==> src/rtl/iic_cfg_sequencer.sv <==
// Walks a (word_addr, data) register table and issues one I2C write per entry,
// with per-attempt timeout, bounded retry and an enforced idle gap between attempts.
module iic_cfg_sequencer #(
    parameter int         IDX_W      = 4,
    parameter logic [7:0] DEV_ADDR   = 8'hA0,
    parameter int         TIMEOUT    = 200000,
    parameter int         MAX_RETRY  = 3,
    parameter int         GAP_CYCLES = 1000
) (
    input  logic             sys_clk,
    input  logic             rst,
    input  logic             start,
    input  logic             abort,
    input  logic [IDX_W:0]   cfg_len,
    output logic [IDX_W-1:0] tbl_idx,
    input  logic [7:0]       tbl_word_addr,
    input  logic [7:0]       tbl_data,
    output logic             iic_send_en,
    output logic [7:0]       dev_addr,
    output logic [7:0]       word_addr,
    output logic [7:0]       write_data,
    input  logic             iic_done,
    output logic             busy,
    output logic             cfg_done,
    output logic             cfg_err,
    output logic [IDX_W-1:0] err_idx
);

    // One timer serves both the per-attempt timeout and the inter-attempt gap.
    localparam int TMAX = (TIMEOUT > GAP_CYCLES) ? TIMEOUT : GAP_CYCLES;
    localparam int TW   = $clog2(TMAX);
    localparam logic [TW-1:0]  T_LAST = TW'(TIMEOUT - 1);
    localparam logic [TW-1:0]  G_LAST = TW'(GAP_CYCLES - 2);
    localparam logic [3:0]     R_MAX  = 4'(MAX_RETRY);
    localparam logic [IDX_W:0] ONE_L  = (IDX_W + 1)'(1);

    typedef enum logic [2:0] {IDLE, FETCH, SEND, GAP, DONE, ERR} state_t;

    state_t           state, state_nx;
    logic [IDX_W:0]   len, len_nx;
    logic [IDX_W-1:0] idx_nx, err_idx_nx;
    logic [3:0]       retry, retry_nx;
    logic [TW-1:0]    timer, timer_nx;
    logic [7:0]       word_addr_nx, write_data_nx;
    logic             en_nx, done_nx, err_nx, busy_nx;

    assign dev_addr = DEV_ADDR;

    always_ff @(posedge sys_clk) begin
        if (rst) begin
            state       <= IDLE;
            len         <= '0;
            tbl_idx     <= '0;
            retry       <= '0;
            timer       <= '0;
            word_addr   <= '0;
            write_data  <= '0;
            iic_send_en <= 1'b0;
            cfg_done    <= 1'b0;
            cfg_err     <= 1'b0;
            err_idx     <= '0;
            busy        <= 1'b0;
        end else begin
            state       <= state_nx;
            len         <= len_nx;
            tbl_idx     <= idx_nx;
            retry       <= retry_nx;
            timer       <= timer_nx;
            word_addr   <= word_addr_nx;
            write_data  <= write_data_nx;
            iic_send_en <= en_nx;
            cfg_done    <= done_nx;
            cfg_err     <= err_nx;
            err_idx     <= err_idx_nx;
            busy        <= busy_nx;
        end
    end

    always_comb begin
        state_nx      = state;
        len_nx        = len;
        idx_nx        = tbl_idx;
        retry_nx      = retry;
        timer_nx      = timer;
        word_addr_nx  = word_addr;
        write_data_nx = write_data;
        en_nx         = iic_send_en;
        done_nx       = 1'b0;
        err_nx        = cfg_err;
        err_idx_nx    = err_idx;

        // Abort outranks everything, including a done pulse in the same cycle.
        if (abort && state != IDLE) begin
            state_nx = IDLE;
            en_nx    = 1'b0;
        end else begin
            case (state)
                IDLE: begin
                    if (start) begin
                        len_nx   = cfg_len;
                        idx_nx   = '0;
                        retry_nx = '0;
                        timer_nx = '0;
                        err_nx   = 1'b0;
                        state_nx = (cfg_len == '0) ? DONE : FETCH;
                    end
                end
                FETCH: begin
                    word_addr_nx  = tbl_word_addr;
                    write_data_nx = tbl_data;
                    timer_nx      = '0;
                    en_nx         = 1'b1;
                    state_nx      = SEND;
                end
                SEND: begin
                    if (iic_done) begin
                        en_nx    = 1'b0;
                        timer_nx = '0;
                        if ({1'b0, tbl_idx} == len - ONE_L) begin
                            state_nx = DONE;
                        end else begin
                            idx_nx   = tbl_idx + IDX_W'(1);
                            retry_nx = '0;
                            state_nx = GAP;
                        end
                    end else if (timer == T_LAST) begin
                        en_nx    = 1'b0;
                        timer_nx = '0;
                        if (retry == R_MAX) begin
                            err_idx_nx = tbl_idx;
                            state_nx   = ERR;
                        end else begin
                            retry_nx = retry + 4'd1;
                            state_nx = GAP;
                        end
                    end else begin
                        timer_nx = timer + TW'(1);
                    end
                end
                // FETCH supplies the last low cycle, so GAP itself lasts GAP_CYCLES-1.
                GAP: begin
                    if (timer == G_LAST) begin
                        state_nx = FETCH;
                    end else begin
                        timer_nx = timer + TW'(1);
                    end
                end
                DONE: begin
                    done_nx  = 1'b1;
                    state_nx = IDLE;
                end
                ERR: begin
                    err_nx   = 1'b1;
                    state_nx = IDLE;
                end
                default: state_nx = IDLE;
            endcase
        end

        busy_nx = (state_nx != IDLE);
    end

endmodule

==> config.mk <==
export PLATFORM = sky130hd
export DESIGN_NAME = iic_cfg_sequencer
export DESIGN_NICKNAME = d
export VERILOG_FILES = /design/src/rtl/iic_cfg_sequencer.sv
export SDC_FILE = /design/constraint.sdc
export NUM_CORES = 1
export LEC_CHECK = 0
export ABC_AREA = 0
export CAP_MARGIN = 10
export CORE_MARGIN = 2
export CORE_UTILIZATION = 55
export CTS_BUF_LIST = sky130_fd_sc_hd__clkbuf_8
export DETAILED_ROUTE_END_ITERATION = 8
export PLACE_DENSITY = 0.88
export SYNTH_ARGS = -nofsm -noshare
export SYNTH_HDL_FRONTEND = slang
export SYNTH_SLANG_ARGS = --single-unit
==> constraint.sdc <==
create_clock -name sys_clk -period 6.21 [get_ports sys_clk]
set_clock_uncertainty 0.15 [all_clocks]
set_input_delay 1.242 -clock sys_clk [delete_from_list [all_inputs] [get_ports sys_clk]]
set_output_delay 1.242 -clock sys_clk [all_outputs]
set_load 0.05 [all_outputs]
### After elaboration in Yosys (flattened, before gate mapping)

Cells that the tools add are included.

| operators by class | value |
|---|---|
| add/subtract/negate cells | 4 |
| eq/ne operators | 16 |
| mux-type cells | 29 |
| bitwise gates (word level) | 2 |
| reduce and logical (&&, ||, !) cells | 18 |

Operators by type and width:

| operator | number |
|---|---|
| 18-bit 2-to-1 mux | 4 |
| 18-bit one-hot mux with 4 select lines | 1 |
| 4-bit 2-to-1 mux | 7 |
| 3-bit 2-to-1 mux | 8 |
| 18-bit by 1-bit adder with 18-bit output, second input constant | 1 |
| 18-bit by 10-bit equality test with 1-bit output, second input constant | 1 |
| 18-bit equality test, second input constant | 1 |
| 4-bit one-hot mux with 2 select lines | 2 |
| 3-bit one-hot mux with 4 select lines | 1 |
| 5-bit AND reduction | 2 |
| 3-bit inequality test, second input constant | 3 |
| 4-bit by 1-bit adder with 4-bit output, second input constant | 2 |
| 2-bit inequality test, second input constant | 4 |
| 3-bit by 2-bit equality test with 1-bit output, second input constant | 2 |
| 3-bit equality test, second input constant | 2 |
| 3-bit AND reduction | 2 |
| 6-bit AND reduction | 1 |
| 2-bit nonzero test | 3 |
| 3-bit nonzero test | 2 |
| 4-bit by 5-bit equality test with 1-bit output | 1 |
| 5-bit logical NOT | 1 |
| 5-bit by 1-bit subtractor with 5-bit output, second input constant | 1 |
| 4-bit by 2-bit equality test with 1-bit output, second input constant | 1 |
| 1-bit 2-to-1 mux | 4 |
| other kinds (9) | 12 |

| storage, ports and cells | value |
|---|---|
| register bits after elaboration | 58 |
| input port bits | 26 |
| logic and storage cells | 81 |

### Longest topological paths before layout

Gate-level depths: netlist of the first run.

| depth | value |
|---|---|
| word-level depth | 7 |
| gate-level depth with buffers | 8 |
| gate-level depth less buffers | 8 |

### Least setup slack after synthesis of the first run

OpenSTA, ideal clock, no wires.

| timing path | value |
|---|---|
| kind | input to register |
| start | input port abort |
| end | register retry[0] |
| library setup time | 0.121 ns |
| arrival | 2.264 ns |
| path slack | 3.675 ns |
| stages on the path | 6 |
| path buffers | 0 |
| cell sequence | nand2_1 o211ai_1 nor2_1 nor2_1 o211a_1 mux2_2 |

| between the ends | value |
|---|---|
| cells in the longest elaborated chain, start to end | 3 |

RTL lines:

| item | RTL line | text |
|---|---|---|
| from (decl) | 13 | `input logic abort,` |
| 1-bit logical AND | 93 | `if (abort && state != IDLE) begin` |
| 1-bit inverter (no line) | n/a |  |
| 6-bit AND reduction (no line) | n/a |  |
| to (signal assigned) | 67 | `retry <= retry_nx;` |
| to (decl) | 42 | `logic [3:0] retry, retry_nx;` |

No other way between the ends.
A chain may end at the register's enable or synchronous reset.

### Final worst setup path of the first run

| timing path | value |
|---|---|
| start | register tbl_idx[2] |
| end | output port tbl_idx[2] |

RTL lines:

| item | RTL line | text |
|---|---|---|
| from (decl) | 15 | `output logic [IDX_W-1:0] tbl_idx,` |
| from (signal assigned) | 66 | `tbl_idx <= idx_nx;` |

No word-level cell between the ends.

==> metrics.md, run 1 <==
| Metric | Value |
|---|---|
| Max clock buf depth | 2 |
| Synth cell types | 50 |
| Portion of the post-synthesis area used by sequential elements | 41.2% |
| Kind of critical path | flip-flop to primary output |
| Kind of cell adding the most delay to the critical path | buffers and inverters |
| Global-route wire length before repair | 10.1 mm |
| Ports | 62 |
| Maximum single-stage delay on the critical path | 0.86 ns |
| Worst vdd ir | 0.194 mV |
| Fraction of power spent switching nets | 36.3% |
| Number of cell rows | 26 |
| First-pass iteration count of the detailed router | 4 |
| Category of the worst setup path capture point | primary output |
| Area inside the core boundary | 0.00501 sq mm |
| Synth Register Bits | 58 |
| Post-Layout Cell Count | 464 |
| Final hold violation count | 0 |
| Compound-gate portion of the synthesized area | 12.8% |
| Post-synthesis adder-cell area fraction | 2.22% |
| Mux contribution to synthesized area | 2.18% |
| Number of antenna violations at the first check in global routing | 0 |
| Dominant cell by count in the synthesized netlist | dfxtp_1 |
| Largest net degree at the start of global routing | 39 |
| Wire length per cell after detailed routing | 13.8 um |
| Minimum period implied by the final worst setup slack | 3.07 ns |
| Count of buffers inserted at the top-level ports | 53 |
| Share of the core filled with cells | 70.4% |
| Buffering stage count on the worst path with inverters included | 1 |
| Type of origin of the critical path | flip-flop |
| Buffers inserted by post-CTS timing repair | 0 |
| Initial cell density of the core | 56.2% |
| Via count of the first global-routing pass | 2,342 |
| Die Ht | 75.5 um |
| Area overhead of the layout relative to synthesis | 25.2% |
| Most used DFF post-synth | dfxtp_1 |
| Area share of the leading cell type in the synthesized netlist | 41.2% |
| Tot GR Track Use | 23.1% |
| Total Neg Setup Slack | 0 ns |
| Top post-synthesis cells by area | dfxtp_1, nand2_1, nor2_1, a21oi_1, xor2_1 |
| Clock Sink Count | 58 |
| Antenna diode count | 0 |
| Largest driver fanout on the critical path | 8 |
| Detail Route Antenna Nets | 0 |
| Number of hold-repair buffers added at the cts stage | 0 |
| Count of synthesis-stage warnings from yosys | 0 |
| Net Switching | 371 uW |
| Parity-gate share of the synthesized area counting xor and xnor cells | 7.47% |
| Syn_area_per_cell | 8.28 sq um |
| Synth Area in Simple Gates | 28.5% |
| Largest family of logic cells by synthesized area | simple AND/OR/NAND/NOR gates |
| Status | finished, final reports clean |
| Global-route track usage on met3 | 5.42% |
| GR peak layer | met2 |
| Static Leakage | 0.00124 uW |
| Startpoint of the worst register-to-register path | timer[3]$_SDFFE_PP0P_ |
| Pwr per Cell Area | 290 mW/mm^2 |
| Crit path max-delay cell type | clkdlybuf4s50_1 |
| Number of DRC violations after detailed-routing iteration 0 | 89 |
| Share of final-layout standard cells stronger than drive strength 1 | 5.84% |
| Combinational cell fraction of total power | 28.6% |
| WP data arrival | 1.68 ns |
| Setup repair after global routing missed its margin | no |
| Global routing usage on met2 | 38.5% |
| Cell internal pwr | 652 uW |
| Post-CTS Resized | 0 |
| Async set-or-reset flop fraction in the synthesized netlist | 0% |
| Clock network fraction of total power | 29.5% |
| Total Power | 1020 uW |
| Library cell occupying the most area in the post-synthesis netlist | dfxtp_1 |
| Post-synthesis instance total | 340 |
| Die Footprint | 0.00571 sq mm |
| Chip width | 75.5 um |
| Detailed-route DRC error count | 0 |
| Type of the worst min-delay path | flip-flop to flip-flop |
| Launch instance of the worst min-delay path | write_data[2]$_SDFFE_PP0P_ |
| DR vias | 2,553 |
| TritonCTS Buffers | 9 |
| TritonCTS clock tree | done |
| Final-report setup violation count | 0 |
| Most numerous cell types in the synthesized netlist | dfxtp_1, nand2_1, nor2_1 |
| Startpoint of the most critical setup path | tbl_idx[2]$_SDFFE_PP0P_ |
| CP required | 4.82 ns |
| Worst-skew pair later-pin latency | 0.34 ns |
| Relative max-transition margin | 55.0% |
| Clock root cell | clkbuf_8 |
| Routability-driven placement congestion ratio | 0.855 |
| Final cycle utilization of the critical path | 49.4% |
| Met1 track utilization from global routing | 27.5% |
| Fill cell total of the finished layout | 419 |
| Highest achievable clock rate | 326 MHz |
| Area of placed instances | 0.00335 sq mm |
| List of cells traversed by the critical path | clkdlybuf4s50_1 |
| Placed cell count | 448 |
| Max cap viols | 0 |
| Transition time at the pin with the least slew margin | 0.674 ns |
| Mapped Area | 0.00282 sq mm |
| Post-route cell area | 0.00352 sq mm |
| Clock-pin slew on the worst setup and hold paths | 0.06 ns |
| Max-slew violation count | 0 |
| Vias per cell | 5.50 |
| Post-detailed-placement half-perimeter wirelength | 4.55 mm |
| Relative contribution of sequential cells to total power | 41.9% |
| Maximum level of the CTS H-tree | 3 |
| Remaining global-route overflow | 0 |
| Number of enable flip-flop cells after synthesis | 0 |
| Layout net count | 420 |
| Post-detailed-routing wire length | 6.38 mm |
==> sequential cells by signal, indices dropped and copies added (netlist names) <==
name and flops:
tbl_idx 4, len 5, cfg_done 1, cfg_err 1
err_idx 4, write_data 8, state 3, retry 4
busy 1, timer 18, word_addr 8, iic_send_en 1
==> routing by layer <==
metal / vias up / wire, um
li1: 1274 / -
met1: 1198 / 2810
met2: 64 / 3150
met3: 17 / 286
met4: 0 / 137
met5: - / 0
==> layout make-up <==
cell class	instances	area [sq um]	share of cell area, %
flip-flops and latches	58	1160	32.9
repair buffers	55	546	15.5
multi-input cells	257	1530	43.4
well taps	70	87.6	2.48
clock buffers	10	138	3.90
clock inverters	6	33.8	0.958
inverters	8	30.0	0.852
==> final timing paths <==
check,end,slack (ns),cells after the start
worst min register to register,write_data[2]$_SDFFE_PP0P_,0.30,2
worst min-delay path,write_data[2]$_SDFFE_PP0P_,0.30,2
worst max-delay path,tbl_idx[2],3.14,1
worst max register to register,timer[9]$_SDFFE_PP0P_,3.57,6
==> worst min-delay path, cell delays in order (launching register included) <==
cell     delay [ns]
dfxtp_1        0.31
nand2_1        0.05
a21oi_1        0.05
==> metrics by stage <==
stage	hold WS, ns	setup WS (ns)
floorplan	0.299	3.67
global placement	0.292	2.92
detailed placement	0.298	2.86
CTS	0.304	3.14
global route	0.334	2.99
finish	0.303	3.14
==> power groups by stage <==
| stage | Sequential (uW) | Clock [uW] | Combinational (uW) |
|---|---|---|---|
| floorplan | 473 | 0 | 171 |
| global placement | 435 | 0 | 281 |
| detailed placement | 436 | 0 | 288 |
| CTS | 428 | 304 | 290 |
| global route | 433 | 320 | 318 |
| finish | 429 | 302 | 292 |
==> kinds of logic (layout without fill, tap and decap cells) <==
group | count (synthesis) | after routing
and+or+nand+nor | 158 | 158
adders and majority gates | 5 | 5
muxes | 6 | 6
AOI/OAI and AO/OA | 56 | 56
xor gates and xnor gates | 24 | 24
other | 2 | 8
buffers and inverters | 31 | 79
DFF | 58 | 58
==> cell usage in the layout, fill, tap and decap left out, types with 5 or more instances in the layout <==
cell	count
a21oi_1	28
and3_1	5
clkbuf_8	10
clkdlybuf4s50_1	53
conb_1	8
dfxtp_1	58
ha_1	5
inv_1	9
mux2i_1	5
nand2_1	55
nand3_1	8
nand4_1	10
nor2_1	40
nor3_1	7
nor4_1	5
xnor2_1	9
xor2_1	15
No activity file was read; power rests on OpenSTA's default activity.
==> inputs of run 2 (changes only) <==
CORE_UTILIZATION = 47   (was 55)
PLACE_DENSITY = 0.8   (was 0.88)
clock period = 2.7 ns   (was 6.21 ns; I/O delays follow)
==> run 2 against run 1 <==
Compared with the run above:
- sequential share of layout area shrank 1.2 points
- clock-buffer cell count grew 1
- register-to-register slack lost 3.3 ns
- total power grew to 2.6 times the previous value
- via count shrank 0.55%
- critical path type is now flip-flop to flip-flop
==> metrics.md, run 2 (synthesis gave the netlist of run 1 again) <==
| Metric | Value |
|---|---|
| Fill cell total of the finished layout | 481 |
| Top Layer Used | met4 |
| Number of hold-repair buffers added at the cts stage | 0 |
| Number of cell rows | 28 |
| Final cycle utilization of the critical path | 91.2% |
| Clock root cell | clkbuf_8 |
| Layout net count | 426 |
| Status | finished, final reports clean |
| Commonest non-fill, non-tap cells in the layout | dfxtp_1, nand2_1, clkdlybuf4s50_1, nor2_1, a21oi_1 |
| Number of antenna violations at the first check in global routing | 0 |
| Count of buffers inserted at the top-level ports | 53 |
| Final hold violation count | 0 |
| Detailed-route DRC error count | 0 |
| Global-route wire length before repair | 10.4 mm |
| Final-report setup violation count | 0 |
| Buffers inserted by post-CTS timing repair | 0 |
| Number of flip-flops in the largest register | 18 |
| Share of final-layout standard cells stronger than drive strength 1 | 7.50% |
| Setup repair after global routing missed its margin | no |
| Pwr per Cell Area | 735 mW/mm^2 |
| Routability-driven placement congestion ratio | 0.861 |
| Post-CTS Resized | 0 |
| Top register by number of flip-flops | timer |
| Area inside the core boundary | 0.00585 sq mm |
| Relative max-transition margin | 60.2% |
| Largest driver fanout on the critical path | 6 |
| Antenna diode count | 0 |
| Total Neg Setup Slack | 0 ns |
| Tot GR Track Use | 20.5% |
| Total Power | 2690 uW |
| Max cap viols | 0 |
| Static Leakage | 0.00130 uW |
| Registers with the most flip-flops | timer x18, word_addr x8, write_data x8 |
| Worst-skew pair later-pin latency | 0.34 ns |
| Combinational cell fraction of total power | 25.9% |
| Number of DRC violations after detailed-routing iteration 0 | 195 |
| Cell internal pwr | 1830 uW |
| Die Footprint | 0.00663 sq mm |
| Wire length per cell after detailed routing | 13.6 um |
| Largest net degree at the start of global routing | 18 |
| Vias per cell | 5.35 |
| Net Switching | 855 uW |
| WP data arrival | 2.54 ns |
| Maximum level of the CTS H-tree | 3 |
| CP required | 2.78 ns |
| TritonCTS clock tree | done |
| DR vias | 2,539 |
| Area of the multi-input gates | 0.00153 sq mm |
| Kind of critical path | flip-flop to flip-flop |
| Via count of the first global-routing pass | 2,228 |
| Die Ht | 81.4 um |
| Remaining global-route overflow | 0 |
| WL met3 | 439 um |
| Detail Route Antenna Nets | 0 |
| First-pass iteration count of the detailed router | 4 |
| Fraction of power spent switching nets | 31.8% |
| Type of the worst min-delay path | flip-flop to flip-flop |
| Chip width | 81.4 um |
| Ports | 62 |
| Relative contribution of sequential cells to total power | 36.7% |
| Detailed-routing wirelength on met1 | 2.88 mm |
| Clock-pin slew on the worst setup and hold paths | 0.07 ns |
| Clock Sink Count | 58 |
| Area overhead of the layout relative to synthesis | 29.9% |
| Type of origin of the critical path | flip-flop |
| Highest achievable clock rate | 406 MHz |
| Category of the worst setup path capture point | flip-flop |
| Initial cell density of the core | 48.1% |
| Leading cell type in the layout, fill and taps excluded | dfxtp_1 |
| Clock network fraction of total power | 37.3% |
| Worst vdd ir | 0.470 mV |
| Storage cell area | 0.00116 sq mm |
| TritonCTS Buffers | 9 |
| Max clock buf depth | 2 |
| Transition time at the pin with the least slew margin | 0.596 ns |
| Post-detailed-placement half-perimeter wirelength | 4.70 mm |
| Post-detailed-routing wire length | 6.47 mm |
| Share of the core filled with cells | 62.5% |
| Max-slew violation count | 0 |
| Met2 routed WL | 3.05 mm |
| Minimum period implied by the final worst setup slack | 2.46 ns |
run 2: changes by cell type in the layout (fill, tap and decap cells not counted), sizes merged:
| cell | change |
|---|---|
| buf | +6 |
| bufinv | +3 |
| clkinvlp | -2 |
| clkbuf | +1 |
| clkinv | -1 |
| inv | -1 |
run 2: metal layers:
| metal | vias up | GRT usage (%) |
|---|---|---|
| li1 | 1291 | - |
| met1 | 1166 | 25.7 |
| met2 | 70 | 32.6 |
| met3 | 12 | 6.11 |
| met4 | 0 | 8.81 |
| met5 | - | 0 |
run 2: worst paths after layout:
kind	startpoint	end	slack, ns	cells past startpoint
worst max-delay path	timer[3]$_SDFFE_PP0P_	err_idx[1]$_SDFFE_PP0P_	0.24	6
worst min-delay path	word_addr[3]$_SDFFE_PP0P_	word_addr[3]$_SDFFE_PP0P_	0.30	2
worst max register to register	timer[3]$_SDFFE_PP0P_	err_idx[1]$_SDFFE_PP0P_	0.24	6
worst min register to register	word_addr[3]$_SDFFE_PP0P_	word_addr[3]$_SDFFE_PP0P_	0.30	2
run 2: metrics by stage:
step                setup WS (ns)  hold WS [ns]  cell area [sq um]  std cells
floorplan                   0.396         0.299               2840        346
global placement            0.278         0.292               3400        459
detailed placement          0.246         0.297               3400        459
CTS                         0.228         0.307               3660        475
global route               0.0329         0.327               3660        475
finish                      0.236         0.304               3660        475
run 2: critical path, cell delays in order, from the launching register on:
cell and delay (ns):
dfxtp_1 0.40, and3_1 0.27, nand3_1 0.22, or4_4 0.64
nor4_4 0.40, mux2i_1 0.23, nor2_1 0.05
run 2: area by class of cell:
| cell class | count | share of cell area, % |
|---|---|---|
| inverter | 8 | 0.821 |
| tap | 75 | 2.57 |
| sequential | 58 | 31.8 |
| timing repair buffer | 61 | 16.2 |
| clock buffer | 11 | 4.14 |
| clock inverter | 5 | 2.74 |
| multi-input combinational | 257 | 41.8 |
run 2: power by group through the flow:
stage,Sequential [uW],Clock [uW],Combinational (uW)
after CTS,984,1020,695
after global placement,1000,0,679
after detailed placement,1000,0,691
after global routing,995,1070,762
after floorplan,1090,0,394
final,987,1000,697
==> inputs of run 3 (changes only) <==
CORE_UTILIZATION = 55   (was 47)
DONT_BUFFER_PORTS = 1   (was default)
PLACE_DENSITY = 0.72   (was 0.8)
SETUP_SLACK_MARGIN = 0.2   (was default)
clock period = 2.6 ns   (was 2.7 ns; I/O delays follow)
==> run 3 against run 2 <==
Compared with the run above:
- combinational power shrank 27%
- clock-buffer cell count grew 1
- hold slack lost 0.20 ns
- wire length shrank 6.5%
- largest cell class unchanged
- global-route usage grew 0.56 points
- register-to-register slack lost 0.02 ns
- cell count shrank 11%
- total power shrank 8.1%
- sequential share of layout area grew 5.4 points
==> metrics.md, run 3 (synthesis gave the netlist of run 1 again) <==
| Metric | Value |
|---|---|
| TritonCTS Buffers | 9 |
| Cell depth of the worst hold path | 1 |
| CP required | 2.66 ns |
| Detailed-route DRC error count | 0 |
| Top register by number of flip-flops | timer |
| Type of the worst min-delay path | primary input to flip-flop |
| Area inside the core boundary | 0.00501 sq mm |
| Remaining global-route overflow | 0 |
| Global-route wire length before repair | 9.23 mm |
| Type of origin of the critical path | flip-flop |
| Number of antenna violations at the first check in global routing | 0 |
| Kind of critical path | flip-flop to flip-flop |
| Area overhead of the layout relative to synthesis | 12.0% |
| Clock network fraction of total power | 34.1% |
| Cell internal pwr | 1640 uW |
| Pre-CTS WS | 0.187 ns |
| Clock Sink Count | 58 |
| Final cycle utilization of the critical path | 91.6% |
| Status | finished, final reports clean |
| Final hold violation count | 0 |
| Max cap viols | 0 |
| Highest achievable clock rate | 420 MHz |
| Largest net degree at the start of global routing | 39 |
| Ports | 62 |
| DR vias | 2,340 |
| Length in cells of the worst reg-to-reg path | 5 |
| Post-detailed-placement half-perimeter wirelength | 4.24 mm |
| Max-slew violation count | 0 |
| Relative contribution of sequential cells to total power | 45.4% |
| Wire length per cell after detailed routing | 14.4 um |
| Initial cell density of the core | 56.2% |
| Clock-pin slew on the worst setup and hold paths | 0.06 ns |
| Number of hold-repair buffers added at the cts stage | 0 |
| Category of the worst setup path capture point | flip-flop |
| Largest driver fanout on the critical path | 4 |
| Area of the multi-input gates | 0.00156 sq mm |
| Static Leakage | 0.00114 uW |
| Commonest non-fill, non-tap cells in the layout | nand2_1, dfxtp_1, nor2_1, a21oi_1, xor2_1 |
| Post-detailed-routing wire length | 6.05 mm |
| Minimum period implied by the final worst setup slack | 2.38 ns |
| Die Ht | 75.5 um |
| Combinational cell fraction of total power | 20.6% |
| Pwr per Cell Area | 783 mW/mm^2 |
| Vias per cell | 5.56 |
| Final-report setup violation count | 0 |
| Number of flip-flops in the largest register | 18 |
| Setup repair after global routing missed its margin | yes |
| Max clock buf depth | 2 |
| Tot GR Track Use | 21.1% |
| Layout net count | 378 |
| Detail Route Antenna Nets | 0 |
| Total Neg Setup Slack | 0 ns |
| Share of final-layout standard cells stronger than drive strength 1 | 12.5% |
| Net Switching | 833 uW |
| Post-route cell area | 0.00315 sq mm |
| First-pass iteration count of the detailed router | 4 |
| Number of cell rows | 26 |
| WP data arrival | 2.44 ns |
| Transition time at the pin with the least slew margin | 0.585 ns |
| Setup WS post-layout | 0.218 ns |
| Relative max-transition margin | 60.8% |
| Clock root cell | clkbuf_8 |
| Crit path max-delay cell type | or4_4 |
| List of cells traversed by the critical path | or4bb_4, or4_4, buf_4, o211a_1, mux2_2 |
| Chip width | 75.5 um |
| Fill cell total of the finished layout | 465 |
| Antenna diode count | 0 |
| Number of DRC violations after detailed-routing iteration 0 | 164 |
| Storage cell area | 0.00117 sq mm |
| Count of buffers inserted at the top-level ports | 0 |
| Worst vdd ir | 0.451 mV |
| Post-Layout Cell Count | 421 |
| Fraction of power spent switching nets | 33.7% |
| Routability-driven placement congestion ratio | 0.893 |
| Worst-skew pair later-pin latency | 0.33 ns |
| Area of placed instances | 0.00288 sq mm |
| Via count of the first global-routing pass | 2,110 |
| Placed cell count | 402 |
| Maximum level of the CTS H-tree | 3 |
| TritonCTS clock tree | done |
| Maximum single-stage delay on the critical path | 0.57 ns |
| Die Footprint | 0.00571 sq mm |
| Registers with the most flip-flops | timer x18, word_addr x8, write_data x8 |
| Leading cell type in the layout, fill and taps excluded | nand2_1 |
[run 3: power groups by stage]
stage          logic, uW  registers [uW]  clock network (uW)
2_1_floorplan        409            1130                   0
3_3_place_gp         490            1140                   0
3_5_place_dp         499            1140                   0
4_1_cts              503            1120                 859
5_1_grt              564            1130                 899
6_report             507            1120                 841
[run 3: layer usage]
layer | wire length, um | GRT usage [%] | part of all wire [%] | vias to the layer above
met4 | 125 | 11.3 | 2.1 | 0
met2 | 2930 | 32.4 | 48 | 62
met5 | 0 | 0 | 0 | -
met3 | 280 | 4.37 | 4.6 | 11
met1 | 2710 | 27.8 | 45 | 1071
li1 | - | - | - | 1196
[run 3: what timing repair did]
action                                  4_1_cts  5_1_grt
pin swaps                                     3        5
buffers inserted                              3        1
endpoints found under the setup margin        4       28
resized for setup                             3       10
[run 3: critical path, delay by kind of cell (launching register included)]
| kind | cells | cell delay, ns |
|---|---|---|
| AO/OA/AOI/OAI | 1 | 0.23 |
| flip-flops | 1 | 0.34 |
| buffers and inverters | 1 | 0.16 |
| multiplexers | 1 | 0.27 |
| AND/OR/NAND/NOR | 2 | 1.12 |
[run 3: per-stage QoR]
stage	power, uW	utilization (%)	hold WS (ns)
final	2470	63.0	0.102
after global routing	2590	63.0	0.0903
after CTS	2480	62.0	0.0931
after detailed placement	1640	57.4	0.329
after global placement	1630	57.4	0.314
after floorplan	1540	-	0.299
[run 3: layout make-up]
class	count	share of cell area, %
clock buffer	12	5.24
clock inverter	3	1.23
inverter	8	0.952
multi-input combinational	257	49.6
sequential	58	37.1
tap	70	2.78
timing repair buffer	13	3.09
[run 3: worst paths after layout]
kind | from | to | slack [ns]
worst min register to register | len[1]$_SDFFE_PP0P_ | len[1]$_SDFFE_PP0P_ | 0.33
worst max register to register | timer[9]$_SDFFE_PP0P_ | retry[0]$_SDFFE_PP0P_ | 0.22
worst min-delay path | rst | word_addr[2]$_SDFFE_PP0P_ | 0.10
worst max-delay path | timer[9]$_SDFFE_PP0P_ | retry[0]$_SDFFE_PP0P_ | 0.22
